## src/rtl/is_pkg_uart_controller.sv

```systemverilog
// Shared types and helpers for the UART controller: frame defaults, ASCII
// control characters, the hex-response serializer state and nibble encoding.
package is_pkg_uart_controller;

    localparam int DATA_TX_W = 92;
    localparam int K         = DATA_TX_W / 4;

    localparam logic [7:0] ASCII_CR = 8'h0D;
    localparam logic [7:0] ASCII_LF = 8'h0A;

    typedef enum logic [2:0] {
        IDLE,
        SEND_HEX,
        SEND_CR,
        SEND_LF,
        DONE
    } state_t;

    function automatic logic [7:0] nib2ascii(input logic [3:0] nibble, input logic uppercase);
        if (nibble < 4'd10) begin
            return 8'h30 + {4'h0, nibble};
        end
        return (uppercase ? 8'h41 : 8'h61) + {4'h0, nibble} - 8'd10;
    endfunction

endpackage

```

## src/rtl/uart_resp_hex_tx_if.sv

```systemverilog
// Response-word and ASCII byte-stream handshakes of the hex response serializer.
interface uart_resp_hex_tx_if #(
    parameter int DATA_TX_W = is_pkg_uart_controller::DATA_TX_W
);
    logic [DATA_TX_W-1:0] resp_data;
    logic                 resp_valid;
    logic                 resp_ready;
    logic [7:0]           tx_data;
    logic                 tx_valid;
    logic                 tx_ready;

    modport master (
        output resp_data, resp_valid, tx_ready,
        input  resp_ready, tx_data, tx_valid
    );

    modport slave (
        input  resp_data, resp_valid, tx_ready,
        output resp_ready, tx_data, tx_valid
    );
endinterface

```

## src/rtl/uart_resp_hex_tx_hex_ascii_enc.sv

```systemverilog
// Combinational nibble-to-ASCII hex encoder, reusable by any debug-print path.
module hex_ascii_enc
    import is_pkg_uart_controller::*;
#(
    parameter bit UPPERCASE = 1'b1
) (
    input  logic [3:0] nibble,
    output logic [7:0] ascii
);

    assign ascii = nib2ascii(nibble, UPPERCASE);

endmodule

```

## src/rtl/uart_resp_hex_tx.sv

```systemverilog
// Serializes one response word into ASCII hex characters (MS nibble first),
// optionally terminated by CR LF, over a valid/ready byte stream to uart_tx.
module uart_resp_hex_tx #(
    parameter int DATA_TX_W = is_pkg_uart_controller::DATA_TX_W,
    parameter bit ADD_CRLF  = 1'b1,
    parameter bit UPPERCASE = 1'b1
) (
    input  logic               clk,
    input  logic               rst_n,
    uart_resp_hex_tx_if.slave  bus,
    output logic               busy,
    output logic               frame_done
);
    import is_pkg_uart_controller::*;

    localparam int                K        = DATA_TX_W / 4;
    localparam int                CNT_W    = (K > 1) ? $clog2(K) : 1;
    localparam logic [CNT_W-1:0]  LAST_CHR = CNT_W'(K - 1);

    if (DATA_TX_W % 4 != 0) begin : g_width_chk
        $error("uart_resp_hex_tx: DATA_TX_W must be a multiple of 4");
    end

    state_t               state_q, state_d;
    logic [DATA_TX_W-1:0] shift_q, shift_d;
    logic [CNT_W-1:0]     cnt_q, cnt_d;

    logic       resp_ready_q, resp_ready_d;
    logic       tx_valid_q, tx_valid_d;
    logic [7:0] tx_data_q, tx_data_d;
    logic       busy_q, busy_d;
    logic       frame_done_q, frame_done_d;

    logic       resp_hs, tx_hs, last_chr;
    logic [7:0] hex_chr;

    assign resp_hs  = bus.resp_valid & resp_ready_q;
    assign tx_hs    = tx_valid_q & bus.tx_ready;
    assign last_chr = (cnt_q == LAST_CHR);

    // The encoder looks at the word as it will be after this edge, so the next
    // character is registered in the same edge that consumes the current one.
    hex_ascii_enc #(.UPPERCASE(UPPERCASE)) u_enc (
        .nibble (shift_d[DATA_TX_W-1 -: 4]),
        .ascii  (hex_chr)
    );

    always_ff @(posedge clk or negedge rst_n) begin
        if (!rst_n) begin
            state_q      <= IDLE;
            shift_q      <= '0;
            cnt_q        <= '0;
            resp_ready_q <= 1'b0;
            tx_valid_q   <= 1'b0;
            tx_data_q    <= 8'h00;
            busy_q       <= 1'b0;
            frame_done_q <= 1'b0;
        end else begin
            // NOTE: non-blocking here so every register samples pre-edge values
            // regardless of statement order.
            state_q      <= state_d;
            shift_q      <= shift_d;
            cnt_q        <= cnt_d;
            resp_ready_q <= resp_ready_d;
            tx_valid_q   <= tx_valid_d;
            tx_data_q    <= tx_data_d;
            busy_q       <= busy_d;
            frame_done_q <= frame_done_d;
        end
    end

    always_comb begin
        // NOTE: default first so no path through the case leaves state_d unassigned
        // (which would infer a latch).
        state_d = state_q;
        unique case (state_q)
            IDLE:     if (resp_hs) state_d = SEND_HEX;
            SEND_HEX: if (tx_hs && last_chr) state_d = ADD_CRLF ? SEND_CR : DONE;
            SEND_CR:  if (tx_hs) state_d = SEND_LF;
            SEND_LF:  if (tx_hs) state_d = DONE;
            DONE:     state_d = IDLE;
            default:  state_d = IDLE;
        endcase
    end

    always_comb begin
        shift_d      = shift_q;
        cnt_d        = cnt_q;
        resp_ready_d = 1'b0;
        tx_valid_d   = 1'b0;
        tx_data_d    = 8'h00;
        busy_d       = 1'b1;
        frame_done_d = 1'b0;

        if (resp_hs) begin
            shift_d = bus.resp_data;
            cnt_d   = '0;
        end else if (state_q == SEND_HEX && tx_hs && !last_chr) begin
            shift_d = shift_q << 4;
            cnt_d   = cnt_q + 1'b1;
        end

        unique case (state_d)
            IDLE: begin
                resp_ready_d = 1'b1;
                busy_d       = 1'b0;
            end
            SEND_HEX: begin
                // The cycle right after acceptance only loads the word.
                tx_valid_d = (state_q != IDLE);
                tx_data_d  = (state_q != IDLE) ? hex_chr : 8'h00;
            end
            SEND_CR: begin
                tx_valid_d = 1'b1;
                tx_data_d  = ASCII_CR;
            end
            SEND_LF: begin
                tx_valid_d = 1'b1;
                tx_data_d  = ASCII_LF;
            end
            DONE:    frame_done_d = 1'b1;
            default: busy_d       = 1'b0;
        endcase
    end

    assign bus.resp_ready = resp_ready_q;
    assign bus.tx_valid   = tx_valid_q;
    assign bus.tx_data    = tx_data_q;
    assign busy           = busy_q;
    assign frame_done     = frame_done_q;

endmodule

```

## src/flat_wrapper.sv

```systemverilog
// flat-port wrapper written by rule: the top's interface ports become plain ports
module uart_resp_hex_tx_flat import is_pkg_uart_controller::*;
#(
    parameter int DATA_TX_W = is_pkg_uart_controller::DATA_TX_W,
    parameter bit ADD_CRLF  = 1'b1,
    parameter bit UPPERCASE = 1'b1
)
  (clk, rst_n, busy, frame_done, bus_resp_data, bus_resp_valid, bus_tx_ready, bus_resp_ready, bus_tx_data, bus_tx_valid);
  uart_resp_hex_tx_if #(.DATA_TX_W(DATA_TX_W)) bus_i ();
  input  logic clk;
  input  logic rst_n;
  output logic busy;
  output logic frame_done;
  input wire logic [$bits(bus_i.resp_data)-1:0] bus_resp_data;
  input wire logic [$bits(bus_i.resp_valid)-1:0] bus_resp_valid;
  input wire logic [$bits(bus_i.tx_ready)-1:0] bus_tx_ready;
  output wire logic [$bits(bus_i.resp_ready)-1:0] bus_resp_ready;
  output wire logic [$bits(bus_i.tx_data)-1:0] bus_tx_data;
  output wire logic [$bits(bus_i.tx_valid)-1:0] bus_tx_valid;
  assign bus_i.resp_data = bus_resp_data;
  assign bus_i.resp_valid = bus_resp_valid;
  assign bus_i.tx_ready = bus_tx_ready;
  assign bus_resp_ready = bus_i.resp_ready;
  assign bus_tx_data = bus_i.tx_data;
  assign bus_tx_valid = bus_i.tx_valid;
  uart_resp_hex_tx #(.DATA_TX_W(DATA_TX_W), .ADD_CRLF(ADD_CRLF), .UPPERCASE(UPPERCASE)) u_core (.clk(clk), .rst_n(rst_n), .bus(bus_i), .busy(busy), .frame_done(frame_done));
endmodule
```

## config.mk

```make
export PLATFORM = sky130hd
export DESIGN_NAME = uart_resp_hex_tx_flat
export DESIGN_NICKNAME = d
export VERILOG_FILES = /design/src/rtl/is_pkg_uart_controller.sv /design/src/rtl/uart_resp_hex_tx_if.sv /design/src/rtl/uart_resp_hex_tx_hex_ascii_enc.sv /design/src/rtl/uart_resp_hex_tx.sv /design/src/flat_wrapper.sv
export SDC_FILE = /design/constraint.sdc
export NUM_CORES = 1
export LEC_CHECK = 0
export CELL_PAD_IN_SITES_DETAIL_PLACEMENT = 0
export CELL_PAD_IN_SITES_GLOBAL_PLACEMENT = 1
export CORE_MARGIN = 2
export CORE_UTILIZATION = 40
export CTS_BUF_LIST = sky130_fd_sc_hd__clkbuf_16
export DETAILED_ROUTE_END_ITERATION = 7
export PLACE_DENSITY_LB_ADDON = 0.1
export SLEW_MARGIN = 0
export SYNTH_ARGS = -nofsm -noshare
export SYNTH_HDL_FRONTEND = slang
export SYNTH_HIERARCHICAL = 1
export SYNTH_SLANG_ARGS = --single-unit
```

## constraint.sdc

```tcl
create_clock -name clk -period 3.7 [get_ports clk]
set_clock_uncertainty 0.2 [all_clocks]
set_input_delay 1.11 -clock clk [delete_from_list [all_inputs] [get_ports clk]]
set_output_delay 1.11 -clock clk [all_outputs]
set_load 0.005 [all_outputs]
```

* Word-level counts from Yosys, hierarchy flattened
Index checks and enable logic that the tools add are counted.
Operators by class: muxes and demuxes 18, reductions and logical operators 10, $add $sub $neg 4, bitwise logic cells 2, shift-type cells 0, multipliers 0, eq/ne operators 8, magnitude comparators 1, divide/modulo/power cells 0
Operators by type and width (count):
- $mux 92 | 2
- $mux 8 | 3
- $pmux 8 s3 | 1
- $eq 3x2->1 const B | 4
- $mux 3 | 4
- $pmux 3 s4 | 1
- $mux 5 | 2
- $add 7x4->8 const A | 1
- $sub 8x4->8 const B | 1
- $add 6x4->7 const A | 1
- $eq 3x1->1 const B | 2
- $logic_not 3->1 | 2
- $add 5x1->5 const B | 1
- $eq 5x5->1 const B | 1
- $lt 4x4->1 const B | 1
- $mux 1 | 4
- $reduce_or 4->1 | 1
- $eq 3x3->1 const B | 1
- $logic_and 1x1->1 | 3
- $reduce_bool 3->1 | 1
- $and 1x1->1 | 2
- $pmux 1 s2 | 1
- $reduce_bool 2->1 | 1
- $reduce_or 2->1 | 1
- $logic_not 1->1 | 1
Storage, ports and cells: memories 0, register bits 112, output and inout port bits 12, input port bits 96, bits in read-only memories 0, memory bits (writable) 0, bits in latches 0

* Logic depth before layout (Yosys ltp)
Gate-level depths: netlist (run 1).
depth in word-level cells 10, mapped depth 13, depth with buffers taken out 11

* By module
The synthesis (run 1) kept the hierarchy.
By module, submodules not included:
- uart_resp_hex_tx | area each 5693.0 sq um, cells each 625, times used 1
- hex_ascii_enc | area each 105.1 sq um, cells each 16, times used 1

* Worst setup path before layout (run 1)
OpenSTA, ideal clock, no wires.
path type input port to flip-flop, from in bus_tx_ready, to reg u_core.tx_data_q[2], in the netlist u_core/bus.tx_data[2], slack 0.218 ns, setup time 0.138 ns, cell stages on the path 12, arrival 3.144 ns, cell sequence and2_1 clkbuf_1 buf_2 buf_1 nand4_1 a31oi_1 inv_1 ha_1 nand2_2 mux2_1 a21oi_1 a211oi_1
Between the ends: longest elaborated chain between the ends 10, elaborated cells between the ends (all ways) 22, classes of those cells add/sub: 3; order compare: 1; eq/ne: 3; mux: 11; bitwise: 1; reduce/logical: 3
Ends and longest elaborated chain:
- from (decl) | RTL line flat_wrapper.sv:16 | input wire logic [$bits(bus_i.tx_ready)-1:0] bus_tx_ready;
- $and 1x1->1 (*) | RTL line uart_resp_hex_tx.sv:38 | assign tx_hs = tx_valid_q & bus.tx_ready;
- $logic_and 1x1->1 (*) (2 in a row) | RTL line uart_resp_hex_tx.sv:98 | end else if (state_q == SEND_HEX && tx_hs && !last_chr) begin
- $mux 92 (*) | RTL line uart_resp_hex_tx.sv:98
- $mux 92 (*) | RTL line uart_resp_hex_tx.sv:95 | if (resp_hs) begin
- via u_core.shift_d[89] | RTL line uart_resp_hex_tx.sv:25 | logic [DATA_TX_W-1:0] shift_q, shift_d;
- $add 7x4->8, or another cell as far along | RTL line is_pkg_uart_controller.sv:23 | return (uppercase ? 8'h41 : 8'h61) + {4'h0, nibble} - 8'd10;
- $sub 8x4->8, or another cell as far along | RTL line is_pkg_uart_controller.sv:23
- $mux 8 (*) | RTL line is_pkg_uart_controller.sv:23
- via u_core.hex_chr[2] | RTL line uart_resp_hex_tx.sv:35 | logic [7:0] hex_chr;
- $mux 8 (*) | RTL line uart_resp_hex_tx.sv:111 | tx_data_d = (state_q != IDLE) ? hex_chr : 8'h00;
- $pmux 8 s3 (*) | RTL line uart_resp_hex_tx.sv:103 | unique case (state_d)
- via u_core.tx_data_d[2] | RTL line uart_resp_hex_tx.sv:30 | logic [7:0] tx_data_q, tx_data_d;
- to (signal assigned) | RTL line uart_resp_hex_tx.sv:66 | tx_data_q <= tx_data_d;
- to (decl) | RTL line uart_resp_hex_tx.sv:30
Mark *: on every way through the listed nets, which the timed path passes. The rest lies on a longest branch. The select of a mux whose other input is x is not followed. A chain may end at the register's enable or synchronous reset.

* Worst setup path after layout (run 1)
Same ends and word-level chain as after synthesis.

==> results of run 1 <==
power by group through the flow:
stage | Clock, uW | Combinational [uW] | Sequential [uW]
after floorplan | 0 | 1540 | 1900
after global routing | 931 | 2380 | 2040
final | 870 | 2150 | 1990
after global placement | 0 | 2090 | 2000
after detailed placement | 0 | 2140 | 2000
after CTS | 886 | 2150 | 1990
worst paths after layout:
path	from	end	slack, ps
min in group asynchronous	rst_n	u_core/bus.tx_data[7]	600
max in group asynchronous	rst_n	u_core/shift_q[16]	1940
setup / recovery	bus_tx_ready	u_core/bus.tx_data[2]	600
hold / removal	u_core/shift_q[2]	u_core/shift_q[2]	340
setup reg to reg	u_core/state_q[2]	u_core/bus.tx_data[2]	800
hold reg to reg	u_core/shift_q[2]	u_core/shift_q[2]	340
registers in the layout, summed over array words and instances, names as in the netlist:
name and cells:
u_core/busy 1, u_core/bus.tx_data 8, u_core/bus.resp_ready 1, u_core/frame_done 1
u_core/bus.tx_valid 1, u_core/shift_q 92, u_core/cnt_q 5, u_core/state_q 3
cells in the mapped netlist (5+ instances only):
cell,count
buf_1,21
nor2_1,90
buf_2,7
nand4_1,90
o31ai_1,89
inv_1,5
o21ai_0,6
a21oi_1,9
clkbuf_1,56
dfrtp_1,112
nand2_1,15
a31oi_1,89
logic make-up (layout without fill, tap and decap cells):
logic type,after synthesis,count (layout)
compound gates,204,204
xor+xnor,2,2
fa+ha+maj,3,3
mux,5,5
buf+inv,91,143
flops,112,112
other cells,1,1
simple gates,223,223
through the flow:
stage	worst slack [ps]	power, uW	cells	instance area [sq um]	utilization [%]
final	598	5020	873	7180	51.1
after global routing	454	5350	873	7180	51.1
after CTS	627	5020	873	7180	51.1
after detailed placement	253	4140	859	6940	49.4
after global placement	282	4090	859	6940	49.4
after floorplan	218	3450	641	5800	-
final cells by class:
class	instances	area [sq um]
inverter	5	18.8
timing repair buffer	124	1220
tap	180	225
sequential	112	2800
clock inverter	5	20.0
multi-input combinational	438	2670
fill	1337	6860
clock buffer	9	225
routing by layer:
| layer | share of wire [%] | up-vias | routed length [um] | global-route usage [%] |
|---|---|---|---|---|
| met5 | 0 | - | 0 | 0 |
| met4 | 1.1 | 0 | 189 | 4.76 |
| met3 | 5.1 | 12 | 846 | 4.85 |
| met2 | 45 | 150 | 7560 | 31.0 |
| met1 | 48 | 2673 | 8040 | 31.7 |
| li1 | - | 2551 | - | - |
critical path, stage by stage:
cell	delay, ps
clkdlybuf4s50_1	560
and2_4	210
nand4_1	110
a31oi_1	240
inv_1	70
ha_1	220
nand2_2	70
mux2_1	320
a21oi_1	120
a211oi_1	90
==> metrics.md, run 1 <==
| Metric | Value |
|---|---|
| Hold Crit Class | `reg2reg` |
| GR Overflow Total | `0` |
| Sequential share of power | `39.7%` |
| DRT iter0 DRCs | `544` |
| Detailed Routing Iterations Pass 1 | `5` |
| Setup bufs post-CTS | `0` |
| Post-synth top area share | `48.3%` |
| Top post-synthesis cells by area | `dfrtp_1, o31ai_1, nand4_1` |
| CTS tree | `yes` |
| Yosys cell types | `42` |
| Vias | `5,386` |
| CP Class | `in2reg` |
| Total CTS buffers | `9` |
| Switch share | `39.8%` |
| Critical Path Fanout Max | `7` |
| Worst EP arrival | `3110 ps` |
| CORE AREA | `0.0140 sq mm` |
| Routed len/inst | `19.1 um` |
| Relative max-transition margin | `32.9%` |
| P_leak | `0.00305 uW` |
| CTS Buffer Depth | `2` |
| Num rows | `43` |
| Unrepaired setup endpoints after global routing | `no` |
| # DRC | `0` |
| Post_cts resized | `0` |
| Final #Nets | `789` |
| Vias/cell | `6.17` |
| Root Driver | `clkbuf_16` |
| Fmax | `0.322 GHz` |
| Ant. Diodes | `0` |
| Int Pwr | `3020 uW` |
| Synth Area in Simple Gates | `19.7%` |
| Largest net degree at the start of global routing | `174` |
| Die area | `0.0155 sq mm` |
| Adder-cell area share of the yosys netlist | `0.647%` |
| Status | `finished, final reports clean` |
| CTS clock-pin slew for the worst setup and hold paths | `70 ps` |
| Hold buffers post-CTS | `0` |
| Die X | `124 um` |
| Hold Slack | `338 ps` |
| Ports | `108` |
| Setup violations, final | `0` |
| Final HPWL DP | `9580 um` |
| Most frequent cells in the layout | `dfrtp_1, clkdlybuf4s50_1, nor2_1, nand4_1` |
| MaxCap Viol Count | `0` |
| GRT Util Overall | `21.1%` |
| Initial antenna violation count | `0` |
| Largest family of logic cells by synthesized area | `compound AO/OA/AOI/OAI gates` |
| Hold path cells | `2` |
| Synthesized area per cell | `9.05 sq um` |
| Final period utilization | `83.8%` |
| Synth Instances | `641` |
| Synthesis-stage register bit count | `112` |
| Initial core utilization | `41.3%` |
| Register area share after synthesis | `48.3%` |
| Final Hold Vio Count | `0` |
| P per Cell Area | `699 mW/mm^2` |
| Clock power share | `17.4%` |
| Synth Area in Compound Gates | `23.9%` |
| Sum Neg Setup Slack | `0 ps` |
| NetSw | `2000 uW` |
| Routability cong. | `0.820` |
| Slew at the pin closest to its max-slew limit | `1010 ps` |
| Ys flop type | `dfrtp_1` |
| Die height | `124 um` |
| DRT Wirelength | `16,600 um` |
| First-pass GRT wire length | `27,200 um` |
| Async set-reset flop share out of synthesis | `100%` |
| Yosys warnings | `6` |
| Clk sink count | `112` |
| Post-synth EDFFs | `0` |
| CTS H-tree depth | `3` |
| Routed Antenna Nets | `0` |
| Commonest non-fill, non-tap cell in the layout | `dfrtp_1` |
| Yosys top cell by area | `dfrtp_1` |
| Slew Viols, Final | `0` |
| Area Overhead vs Synth | `23.8%` |
| XOR/XNOR Fraction of Synth Area | `0.302%` |
| Share of layout cells above drive strength 1 | `5.05%` |
| Power share of the combinational group | `42.9%` |
| Post-synthesis mux area share | `0.885%` |
| Vias in the first global route | `5,164` |
| Clk_lat worst skew | `360 ps` |
| Peak supply drop | `0.364 mV` |
| R2R cell count | `9` |
| Syn nets | `740` |
| Synth Cell Area | `0.00580 sq mm` |
| Req. time, crit path | `3710 ps` |
| Port bufs | `107` |
| Min Tclk post-route | `3100 ps` |
| Endpoint class of the critical path | `flip-flop` |
| Crit path launch type | `input port` |
Power figures use the tool's default switching activity.
==> inputs of run 2 (changes only) <==
Settings changed: CORE_UTILIZATION 40 to 36.
Clock period 3.7 ns to 2.8 ns, I/O delays scaled along.
==> run 2 against run 1 <==
Worst setup slack got worse by 370 ps. Core utilization is 4.1 points lower. Largest cell class unchanged. Global-route usage is 0.84 points lower. Combinational power rose by 40%. Critical path type is now reg2reg. Critical path depth is 4 lower. Wire length grew 3.6%.
==> metrics.md, run 2 (synthesis results as in run 1) <==
| Metric | Value |
|---|---|
| Final worst slack | `228 ps` |
| Worst R2R End | `u_core/shift_q[70]` |
| DRT Wirelength | `17,200 um` |
| Final Hold Vio Count | `0` |
| R2R Path Start | `u_core/cnt_q[0]` |
| Largest register FFs | `92` |
| Final HPWL DP | `10,200 um` |
| Hold buffers post-CTS | `0` |
| Commonest non-fill, non-tap cell in the layout | `dfrtp_1` |
| Ant. Diodes | `0` |
| Sequential cell area | `0.00280 sq mm` |
| Worst EP arrival | `2650 ps` |
| Routability cong. | `0.781` |
| Root Driver | `clkbuf_16` |
| CTS Buffer Depth | `2` |
| Post_cts resized | `0` |
| Status | `finished, final reports clean` |
| P per Cell Area | `926 mW/mm^2` |
| Worst setup path start | `u_core/cnt_q[0]` |
| P_leak | `0.00314 uW` |
| Critical Path Fanout Max | `87` |
| Hold Crit Class | `in2async` |
| Most frequent cells in the layout | `dfrtp_1, clkdlybuf4s50_1, nor2_1, nand4_1` |
| Finished Layout Cells | `927` |
| Initial antenna violation count | `0` |
| Detailed Routing Iterations Pass 1 | `4` |
| Ports | `108` |
| CTS tree | `yes` |
| Hold Slack | `193 ps` |
| GR Overflow Total | `0` |
| Die area | `0.0171 sq mm` |
| Min Tclk post-route | `2570 ps` |
| Dpl ws | `-296 ps` |
| Initial core utilization | `36.6%` |
| Vias/cell | `5.83` |
| Fmax | `0.389 GHz` |
| Routed len/inst | `18.6 um` |
| Num rows | `46` |
| GRT Util Overall | `20.3%` |
| Final period utilization | `91.8%` |
| Share of layout cells above drive strength 1 | `8.02%` |
| Relative max-transition margin | `35.6%` |
| Crit path largest cell delay | `820 ps` |
| Peak supply drop | `0.450 mV` |
| Reg2reg setup slack | `230 ps` |
| Sum Neg Setup Slack | `0 ps` |
| Routed Antenna Nets | `0` |
| Die X | `131 um` |
| MaxCap Viol Count | `0` |
| Total CTS buffers | `9` |
| Clk sink count | `112` |
| Area occupied by multi-input gates | `0.00271 sq mm` |
| # fillers | `1,519` |
| Unrepaired setup endpoints after global routing | `no` |
| Largest register by flop count | `u_core/shift_q` |
| Die height | `131 um` |
| Final #Nets | `805` |
| Critical-path top delay cell | `buf_4` |
| CTS clock-pin slew for the worst setup and hold paths | `70 ps` |
| Layout Utilization | `47.0%` |
| CP Class | `reg2reg` |
| Crit-path cells | `inv_1, ha_1, nand4b_1, buf_4, nand4_1, a31oi_1` |
| # DRC | `0` |
| First-pass GRT wire length | `27,500 um` |
| DRT iter0 DRCs | `482` |
| Vias in the first global route | `5,169` |
| R2R cell count | `6` |
| CTS H-tree depth | `3` |
| Area Overhead vs Synth | `28.4%` |
| Vias | `5,404` |
| Req. time, crit path | `2880 ps` |
| Crit path launch type | `flip-flop` |
| CORE AREA | `0.0158 sq mm` |
| Clk_lat worst skew | `360 ps` |
| Placed instance count | `911` |
| Setup bufs post-CTS | `0` |
| Port bufs | `107` |
| Endpoint class of the critical path | `flip-flop` |
| Slew Viols, Final | `0` |
| Largest net degree at the start of global routing | `88` |
| Slew at the pin closest to its max-slew limit | `967 ps` |
| Setup violations, final | `0` |
| Critical Path End | `u_core/shift_q[70]` |
run 2: metal layers:
| metal | wire [um] | GRT usage (%) | part of all wire, % | vias up |
|---|---|---|---|---|
| met5 | 0 | 0 | 0 | - |
| met3 | 661 | 2.61 | 3.8 | 11 |
| met4 | 214 | 6.32 | 1.2 | 0 |
| met2 | 7720 | 29.4 | 45 | 131 |
| li1 | - | - | - | 2588 |
| met1 | 8630 | 31.3 | 50 | 2674 |
run 2: cell type report:
cell class	count	area share (%)
repair buffers	140	18.4
well taps	216	3.63
clock buffers	9	3.03
inverters	5	0.252
clock inverters	7	0.706
multi-input cells	438	36.3
flip-flops and latches	112	37.7
run 2: worst min path at each step:
| stage | start | end | slack, ps | cells after the start |
|---|---|---|---|---|
| final | rst_n | u_core/bus.tx_data[7] | 190 | 1 |
| after global routing | rst_n | u_core/bus.tx_data[7] | 220 | 1 |
| after CTS | rst_n | u_core/bus.tx_data[7] | 200 | 1 |
| after global placement | u_core/shift_q[0] | u_core/shift_q[0] | 320 | 2 |
| after floorplan | u_core/shift_q[0] | u_core/shift_q[0] | 300 | 2 |
| after detailed placement | u_core/shift_q[0] | u_core/shift_q[0] | 330 | 2 |
run 2: worst max-delay path, delay by kind of cell, from the launching register on:
| family | cells | cell delay [ps] |
|---|---|---|
| buffers and inverters | 2 | 880 |
| and+or+nand+nor | 2 | 520 |
| DFF | 1 | 410 |
| AOI/OAI and AO/OA | 1 | 230 |
| adders and majority gates | 1 | 220 |
run 2: through the flow:
stage | cell area (sq um) | power (uW)
final | 7440 | 6890
after global routing | 7440 | 7400
after global placement | 7160 | 5570
after CTS | 7440 | 6910
after detailed placement | 7160 | 5610
after floorplan | 5850 | 4610
run 2: report_power, final:
group	switching, uW	internal, uW
logic	1730	1280
clock network	588	677
registers	366	2250
total	2680	4210
==> inputs of run 3 (changes only) <==
Settings changed: CORE_UTILIZATION 36 to 34, PLACE_DENSITY_LB_ADDON 0.1 to 0.15, SYNTH_HIERARCHICAL 1 to default.
==> run 3 against run 2 <==
Critical path depth grew 3. Worst hold slack gained 21 ps. Area after synthesis down 14%. Via count shrank 20%. Clock power fell by 8%. Non-clock buffer count shrank 14. Sequential cell count decreased by 1. Wire length decreased by 26%. Register-to-register slack better by 190 ps. First-iteration DRC count down 35%.
==> metrics.md, run 3 <==
| Metric | Value |
|---|---|
| Status | `finished, final reports clean` |
| Final worst slack | `155 ps` |
| Worst R2R End | `u_core.bus.tx_data[2]` |
| Yosys warnings | `0` |
| Synthesis-stage register bit count | `111` |
| Yosys top cell by area | `dfrtp_1` |
| Vias in the first global route | `4,140` |
| Die X | `125 um` |
| Largest register by flop count | `u_core.shift_q` |
| Post-synth top area share | `55.4%` |
| Largest net degree at the start of global routing | `133` |
| Hold buffers post-CTS | `0` |
| Initial antenna violation count | `0` |
| Syn nets | `692` |
| Final #Nets | `784` |
| Endpoint class of the critical path | `flip-flop` |
| Routability cong. | `0.821` |
| Share of layout cells above drive strength 1 | `6.67%` |
| Register area share after synthesis | `55.4%` |
| Fmax | `0.378 GHz` |
| DRT iter0 DRCs | `313` |
| Routed Antenna Nets | `0` |
| Clk sink count | `111` |
| Yosys cell types | `37` |
| Relative max-transition margin | `61.7%` |
| Ant. Diodes | `0` |
| Commonest non-fill, non-tap cell in the layout | `nand2_1` |
| Reg2reg setup slack | `420 ps` |
| Final HPWL DP | `8290 um` |
| Met3 routed WL | `601 um` |
| P_leak | `0.00290 uW` |
| Detail Route met2 WL | `5940 um` |
| Metal-1 WL | `6070 um` |
| Synth Instances | `593` |
| Most instantiated library cell after synthesis | `nand2_1` |
| DRT Wirelength | `12,700 um` |
| Finished Layout Cells | `874` |
| Post-synth top cells | `nand2_1, dfrtp_1, nor2_1` |
| Power Total | `4980 uW` |
| Setup violations, final | `0` |
| Dpl ws | `-365 ps` |
| Slew Viols, Final | `0` |
| Vias/cell | `4.95` |
| # DRC | `0` |
| Die height | `125 um` |
| GRT Util Overall | `16.3%` |
| Detailed Routing Iterations Pass 1 | `4` |
| R2R Path Start | `u_core.cnt_q[0]` |
| Unrepaired setup endpoints after global routing | `no` |
| Req. time, crit path | `2830 ps` |
| Num rows | `44` |
| Critical Path Fanout Max | `6` |
| Post-synth EDFFs | `0` |
| Port bufs | `106` |
| MaxCap Viol Count | `0` |
| Final period utilization | `94.5%` |
| Root Driver | `clkbuf_16` |
| GR Overflow Total | `0` |
| Synth Cell Area | `0.00501 sq mm` |
| R2R cell count | `12` |
| CTS tree | `yes` |
| First-pass GRT wire length | `21,000 um` |
| Initial core utilization | `34.6%` |
| Sum Neg Setup Slack | `0 ps` |
| Most frequent cells in the layout | `nand2_1, dfrtp_1, clkdlybuf4s50_1` |
| Largest register FFs | `92` |
| CTS Buffer Depth | `2` |
| # fillers | `1,490` |
| Placed instance count | `858` |
| Synthesized area per cell | `8.45 sq um` |
| Area occupied by multi-input gates | `0.00208 sq mm` |
| Top post-synthesis cells by area | `dfrtp_1, nand2_1, a31oi_1` |
| Critical Path End | `u_core.bus.tx_data[0]` |
| Die area | `0.0157 sq mm` |
| Worst EP arrival | `2670 ps` |
| CP Class | `in2reg` |
| Top sig layer | `met4` |
| CORE AREA | `0.0145 sq mm` |
| Total CTS buffers | `9` |
| Slew at the pin closest to its max-slew limit | `575 ps` |
| Worst setup path start | `bus_tx_ready` |
| CTS clock-pin slew for the worst setup and hold paths | `70 ps` |
| Sequential cell area | `0.00278 sq mm` |
| Ports | `108` |
| Routed len/inst | `14.5 um` |
| Hold Crit Class | `in2async` |
| P per Cell Area | `751 mW/mm^2` |
| Vias | `4,323` |
| Peak supply drop | `0.316 mV` |
| Ys flop type | `dfrtp_1` |
| CTS H-tree depth | `3` |
| Area Overhead vs Synth | `32.4%` |
| Crit path launch type | `input port` |
| Final Hold Vio Count | `0` |
| Async set-reset flop share out of synthesis | `100%` |
| Min Tclk post-route | `2640 ps` |
| Clk_lat worst skew | `350 ps` |
[run 3: metrics by stage]
step	instance area, sq um	hold WS [ps]	utilization, %
final	6630	214	45.8
after global routing	6630	220	45.8
after CTS	6600	215	45.6
after detailed placement	6330	330	43.7
after global placement	6330	320	43.7
after floorplan	5010	296	-
[run 3: cell families (layout without fill, tap and decap cells)]
kind of cell             count (synthesis)  count (layout)  share of synthesized area (%)
buffers and inverters                   51             148                           4.04
AND/OR/NAND/NOR                        307             307                           24.4
XOR/XNOR                                 5               5                          0.874
AO/OA/AOI/OAI                          115             115                           14.4
flip-flops                             111             111                           55.4
other                                    1               1                         0.0748
adder cells (fa/ha/maj)                  3               3                          0.749
[run 3: cell type report]
| type | count | share of cell area, % |
|---|---|---|
| Sequential cell | 111 | 41.9 |
| Multi-Input combinational cell | 431 | 31.4 |
| Timing Repair Buffer | 126 | 18.9 |
| Tap cell | 184 | 3.47 |
| Clock buffer | 9 | 3.39 |
| Clock inverter | 7 | 0.604 |
| Inverter | 6 | 0.339 |
[run 3: report_power, final]
| group | internal (uW) | leakage (uW) | switching [uW] |
|---|---|---|---|
| Clock | 595 | 0.000124 | 576 |
| Sequential | 2170 | 0.00137 | 324 |
| Combinational | 690 | 0.00141 | 635 |
| Total | 3450 | 0.00290 | 1530 |
[run 3: per-layer routing]
layer	vias up	global-route usage (%)
met3	4	4.79
met5	-	0
met4	0	3.53
met1	2055	23.7
met2	104	24.4
li1	2160	-
[run 3: how the worst min path moves through the flow]
stage                         end  slack [ps]  cells past startpoint               start
3_3_place_gp    u_core.shift_q[0]         320                      2   u_core.shift_q[0]
5_1_grt        u_core.shift_q[50]         220                      1               rst_n
6_report       u_core.shift_q[50]         210                      1               rst_n
3_5_place_dp   u_core.shift_q[68]         330                      2  u_core.shift_q[64]
2_1_floorplan   u_core.state_q[0]         300                      1   u_core.state_q[2]
4_1_cts        u_core.shift_q[50]         210                      1               rst_n
[run 3: repair_timing]
| item | 4_1_cts | 5_1_grt |
|---|---|---|
| gates resized for setup | 1 | 8 |
| buffers inserted | 0 | 0 |
| cloned | 0 | 0 |
| setup endpoints to repair | 1 | 47 |
[run 3: critical path: stages]
cell and delay (ps):
clkdlybuf4s50_1 560, nand3_4 140, buf_4 190, o31ai_2 270, a31o_2 210, inv_1 90
o21ai_1 130, xor2_1 180, o21ai_1 70
